**src/rtl/fifo_pkg.sv**
```systemverilog
// Shared constants, read-mode enum and pointer sizing for the synchronous FIFO.
package fifo_pkg;

  localparam int DEF_DEPTH      = 16;
  localparam int DEF_DATA_WIDTH = 8;
  localparam int DEF_AE_LEVEL   = 2;

  typedef enum logic {
    FIFO_STD  = 1'b0,
    FIFO_FWFT = 1'b1
  } fifo_mode_e;

  // Address bits plus one wrap bit, so full and empty stay distinguishable.
  function automatic int ptr_width(input int depth);
    return $clog2(depth) + 1;
  endfunction

endpackage

```
**src/rtl/sync_fifo_ram.sv**
```systemverilog
// FIFO storage: one synchronous write port and one read port, which is
// registered in standard mode and combinational in first-word-fall-through mode.
module sync_fifo_ram
  import fifo_pkg::*;
#(
  parameter int         DEPTH      = DEF_DEPTH,
  parameter int         DATA_WIDTH = DEF_DATA_WIDTH,
  parameter fifo_mode_e MODE       = FIFO_STD
) (
  input  logic                       clk,
  input  logic                       rst,
  input  logic                       we,
  input  logic [$clog2(DEPTH)-1:0]   waddr,
  input  logic [DATA_WIDTH-1:0]      wdata,
  input  logic                       re,
  input  logic [$clog2(DEPTH)-1:0]   raddr,
  output logic [DATA_WIDTH-1:0]      rdata
);

  // Storage is intentionally left out of reset.
  logic [DATA_WIDTH-1:0] mem [DEPTH];

  always_ff @(posedge clk) begin
    if (we) mem[waddr] <= wdata;
  end

  generate
    if (MODE == FIFO_FWFT) begin : g_comb_read
      logic unused_rd_ctrl;
      assign unused_rd_ctrl = rst ^ re;
      assign rdata = mem[raddr];
    end else begin : g_reg_read
      // A same-address write in this cycle lands after the read, so the old head is returned.
      always_ff @(posedge clk) begin
        if (rst)     rdata <= '0;
        else if (re) rdata <= mem[raddr];
      end
    end
  endgenerate

endmodule

```
**src/rtl/sync_fifo.sv**
```systemverilog
// Single-clock FIFO: wrap-bit pointers, registered flags and count, and
// one-cycle error pulses for rejected requests.
module sync_fifo
  import fifo_pkg::*;
#(
  parameter int DEPTH      = DEF_DEPTH,
  parameter int DATA_WIDTH = DEF_DATA_WIDTH,
  parameter int AF_LEVEL   = DEPTH - 2,
  parameter int AE_LEVEL   = DEF_AE_LEVEL,
  parameter int FWFT       = 0
) (
  input  logic                          clk,
  input  logic                          rst,
  input  logic                          w_en,
  input  logic [DATA_WIDTH-1:0]         data_in,
  input  logic                          r_en,
  output logic [DATA_WIDTH-1:0]         data_out,
  output logic                          rd_valid,
  output logic                          full,
  output logic                          empty,
  output logic                          almost_full,
  output logic                          almost_empty,
  output logic [ptr_width(DEPTH)-1:0]   count,
  output logic                          write_error,
  output logic                          read_error
);

  localparam int             PW    = ptr_width(DEPTH);
  localparam int             AW    = PW - 1;
  localparam fifo_mode_e     MODE  = (FWFT != 0) ? FIFO_FWFT : FIFO_STD;
  localparam logic [PW-1:0]  AF_TH = PW'(AF_LEVEL);
  localparam logic [PW-1:0]  AE_TH = PW'(AE_LEVEL);

  logic [PW-1:0]         wptr, rptr, wptr_nxt, rptr_nxt, count_nxt;
  logic                  wr_acc, rd_acc;
  logic [DATA_WIDTH-1:0] ram_rdata;

  // Request semantics: a read is taken when r_en=1 and the FIFO is not empty;
  // a write is taken when w_en=1 and the FIFO is not full, or is full but a read
  // is taken in the same cycle. A request that is not taken is dropped and
  // reported by a one-cycle error pulse; there is no back-pressure retry.
  always_comb begin
    rd_acc    = r_en && !empty;
    wr_acc    = w_en && (!full || rd_acc);
    wptr_nxt  = wptr + {{AW{1'b0}}, wr_acc};
    rptr_nxt  = rptr + {{AW{1'b0}}, rd_acc};
    count_nxt = wptr_nxt - rptr_nxt;
  end

  // Flags are computed from next-state pointers so they are valid right after the edge.
  always_ff @(posedge clk) begin
    if (rst) begin
      wptr         <= '0;
      rptr         <= '0;
      count        <= '0;
      empty        <= 1'b1;
      almost_empty <= 1'b1;
      full         <= 1'b0;
      almost_full  <= 1'b0;
      write_error  <= 1'b0;
      read_error   <= 1'b0;
    end else begin
      wptr         <= wptr_nxt;
      rptr         <= rptr_nxt;
      count        <= count_nxt;
      empty        <= (wptr_nxt == rptr_nxt);
      full         <= (wptr_nxt[AW-1:0] == rptr_nxt[AW-1:0]) &&
                      (wptr_nxt[AW] != rptr_nxt[AW]);
      almost_full  <= (count_nxt >= AF_TH);
      almost_empty <= (count_nxt <= AE_TH);
      write_error  <= w_en && !wr_acc;
      read_error   <= r_en && !rd_acc;
    end
  end

  sync_fifo_ram #(
    .DEPTH      (DEPTH),
    .DATA_WIDTH (DATA_WIDTH),
    .MODE       (MODE)
  ) u_ram (
    .clk   (clk),
    .rst   (rst),
    .we    (wr_acc),
    .waddr (wptr[AW-1:0]),
    .wdata (data_in),
    .re    (rd_acc),
    .raddr (rptr[AW-1:0]),
    .rdata (ram_rdata)
  );

  generate
    if (MODE == FIFO_FWFT) begin : g_fwft_out
      // Mask the unreset storage so data_out reads zero while empty.
      assign data_out = empty ? '0 : ram_rdata;
      assign rd_valid = !empty;
    end else begin : g_std_out
      assign data_out = ram_rdata;
      always_ff @(posedge clk) begin
        if (rst) rd_valid <= 1'b0;
        else     rd_valid <= rd_acc;
      end
    end
  endgenerate

endmodule

```
**config.mk**
```make
export PLATFORM = sky130hd
export DESIGN_NAME = sync_fifo
export DESIGN_NICKNAME = d
export VERILOG_FILES = /design/src/rtl/fifo_pkg.sv /design/src/rtl/sync_fifo_ram.sv /design/src/rtl/sync_fifo.sv
export SDC_FILE = /design/constraint.sdc
export NUM_CORES = 1
export LEC_CHECK = 0
export BUFFER_PORTS_ARGS = -buffer_cell sky130_fd_sc_hd__buf_2
export CORE_MARGIN = 1
export CORE_UTILIZATION = 29
export DETAILED_ROUTE_END_ITERATION = 7
export SKIP_LAST_GASP = 1
export SYNTH_ARGS = -nofsm -noshare
export SYNTH_HDL_FRONTEND = slang
export SYNTH_SLANG_ARGS = --single-unit
```
**constraint.sdc**
```tcl
create_clock -name clk -period 3.08 [get_ports clk]
set_clock_uncertainty 0.2 [all_clocks]
set_input_delay 0.462 -clock clk [delete_from_list [all_inputs] [get_ports clk]]
set_output_delay 0.462 -clock clk [all_outputs]
set_load 0.03 [all_outputs]
```
==> results.txt <==
Status: complete, no violations
Routed via count: 3205
CTS tree: built
Synth unique cells: 36
Post-CTS sizing: 0
Worst reg2reg path startpoint: empty
Post-synth top area share: 62.11%
DRT antenna net count: 0
Worst setup path end: almost_full
Fin crit share: 89.26%
Leak: 2.529 nW
Power per Cell Area: 684.0 mW/mm²
CTS buffer count: 17
Relative slew slack: 51.37%
Total Wirelength: 12.27 mm
Crit path required time: 3.17 ns
Async S/R FF share, synth: 0%
Final Hold Vio Count: 0
Filler cell count: 2013
Core Region: 0.02096 mm²
RSZ-0062 raised after global routing: no
Die H: 148.1 µm
Post-synth EDFFs: 128
Row count: 53
Post-synthesis cell area: 0.006188 mm²
First-pass GRT wire length: 19.25 mm
CP arrival: 2.83 ns
Main synth FF type: edfxtp_1
Area growth from synthesis to layout: 19.07%
Slew Limit Fails: 0
Gr usage total: 12.06%
DR DRC count: 0
Hold crit path type: input port to flop
Fmax: 363.7 MHz
Initial antenna violation count: 3
Max Cap Viol: 0
Number of H-tree levels: 4
YS warnings: 0
Crit path launch type: flop
Worst reg-to-reg path cell count: 11
Synth Instances: 343
Final setup viols: 0
#FFs+latches synth: 158
Most frequent cells in the layout: edfxtp_1 (128), mux4_2 (32), buf_2 (31), dfxtp_1 (29), nor2_1 (28)
CP Max Fanout: 3
Leading cell type in the layout, fill and taps excluded: edfxtp_1
Iteration-0 DRC count of the detailed router: 284
Starting Density: 29.53%
Mapped Nets: 365
Yosys top cell by area: edfxtp_1
Routed WL per cell: 17.88 µm
DIE WIDTH: 148.1 µm
Worst slew pin tran: 0.7267 ns
Clock transition at path regs: 0.06 ns
Clk sink count: 158
Clk_lat worst skew: 0.42 ns
Register area share after synthesis: 71.82%
Final min period: 2.749 ns
Cts hold-fix bufs: 0
Avg Inst Size Synth: 18.04 µm²
Top cells by area in the synthesized netlist: edfxtp_1 (62%), mux4_2 (12%), dfxtp_1 (9.7%)
Final #Nets: 419
Multi-input logic area: 0.001619 mm²
Crit end category: flop
Die area: 0.02193 mm²
I/O pins: 32
Drt via density: 4.672
Max Buffers Root-to-Sink: 2
Register Area: 0.004446 mm²
Critical path startpoint: empty
Detail Placement HPWL: 7.978 mm
CTS Root Cell: clkbuf_16
FF-to-FF End: almost_full
CP Class: flop to flop
Count of input and output buffers: 31
Drt first pass iters: 4
Worst R2R Setup Slack: 0.33 ns
Layout cells sized above 1: 31.05%
Final Core Density: 35.16%
Vias in the first global route: 3427
GPL Wtd Cong: 0.7937
Post-route setup TNS: 0 ns
Worst VDD drop: 0.4145 mV
Pin count of the biggest net entering global routing: 33
GRT overflow: 0
Number of setup buffers added after CTS: 0
==> where the power goes <==
part | switching (W) | total, W | internal (W)
Sequential | 0.0000262 | 0.00240 | 0.00237
Clock | 0.000859 | 0.00207 | 0.00121
Combinational | 0.000334 | 0.000575 | 0.000241
==> how the worst min path moves through the flow <==
| stage | startpoint | end | slack, ns | cells after the start |
|---|---|---|---|---|
| CTS | r_en | read_error | 0.1 | 3 |
| detailed placement | u_ram.rdata[1] | u_ram.rdata[1] | 0.28 | 2 |
| global route | r_en | read_error | 0.11 | 3 |
| global placement | u_ram.rdata[0] | u_ram.rdata[0] | 0.27 | 2 |
| finish | r_en | read_error | 0.10 | 3 |
| floorplan | wptr[4] | wptr[4] | 0.31 | 2 |
==> synthesized netlist by cell type (3+ instances only) <==
library cell and n:
edfxtp_1 128, mux4_2 32, dfxtp_1 30, nor2_1 28, nand2b_1 12, ha_1 10
inv_1 10, clkbuf_1 9, nor2b_1 9, a22o_1 8, o22ai_1 8, a221oi_2 6
nand3_1 6, nor3_1 6, buf_2 4, nand2_1 4, xor2_1 4, a21oi_1 3
xnor2_1 3, xnor2_2 3
==> cells by family after synthesis <==
group | Yosys count | share of synthesized area [%]
buffers and inverters | 28 | 2.022
and+or+nand+nor | 70 | 5.601
xor gates and xnor gates | 11 | 2.042
adders and majority gates | 10 | 2.022
AOI/OAI and AO/OA | 33 | 4.691
DFF | 158 | 71.82
muxes | 33 | 11.81
==> worst max-delay path, cell delays in order, from the launching register on <==
cell	delay (ns)
dfxtp_1	0.34
nor2b_1	0.07
o21ai_0	0.24
inv_1	0.10
ha_1	0.23
ha_1	0.30
ha_1	0.31
nor2b_1	0.15
o21ai_0	0.14
mux2i_1	0.12
o311ai_1	0.32
a21oi_1	0.11
==> flip-flops by register name (all words and copies together), names as in the netlist <==
| name | flops |
|---|---|
| almost_empty | 1 |
| almost_full | 1 |
| count | 5 |
| empty | 1 |
| full | 1 |
| rd_valid | 1 |
| read_error | 1 |
| rptr | 5 |
| u_ram.mem | 128 |
| u_ram.rdata | 8 |
| wptr | 5 |
| write_error | 1 |
==> final cells by class <==
type | instances | share of cell area [%]
Timing Repair Buffer | 53 | 4.517
Tap cell | 275 | 4.670
Antenna cell | 2 | 0.06792
Clock buffer | 17 | 5.773
Multi-Input combinational cell | 157 | 21.97
Sequential cell | 158 | 60.33
Inverter | 10 | 0.5094
Clock inverter | 14 | 2.157
==> metrics by stage <==
stage	area [µm²]	power, W	setup slack [ns]	instances	hold WS, ns
after floorplan	6188	0.002859	0.2700	343	0.3108
after global placement	6779	0.003018	0.1559	653	0.2715
after detailed placement	6779	0.003027	0.05287	653	0.2831
after CTS	7363	0.005086	0.3262	684	0.09753
after global routing	7366	0.005201	0.1338	685	0.1101
final	7368	0.005040	0.3308	686	0.1004
==> routing by layer <==
| layer | vias to the layer above | global-route usage [%] | part of all wire, % |
|---|---|---|---|
| met5 | - | 0 | 0.14 |
| met4 | 2 | 4.021 | 1.3 |
| met3 | 15 | 3.589 | 4.8 |
| met2 | 65 | 20.38 | 51 |
| met1 | 1671 | 14.70 | 43 |
| li1 | 1452 | - | - |
Note: power is estimated with default switching activity, not from simulation.
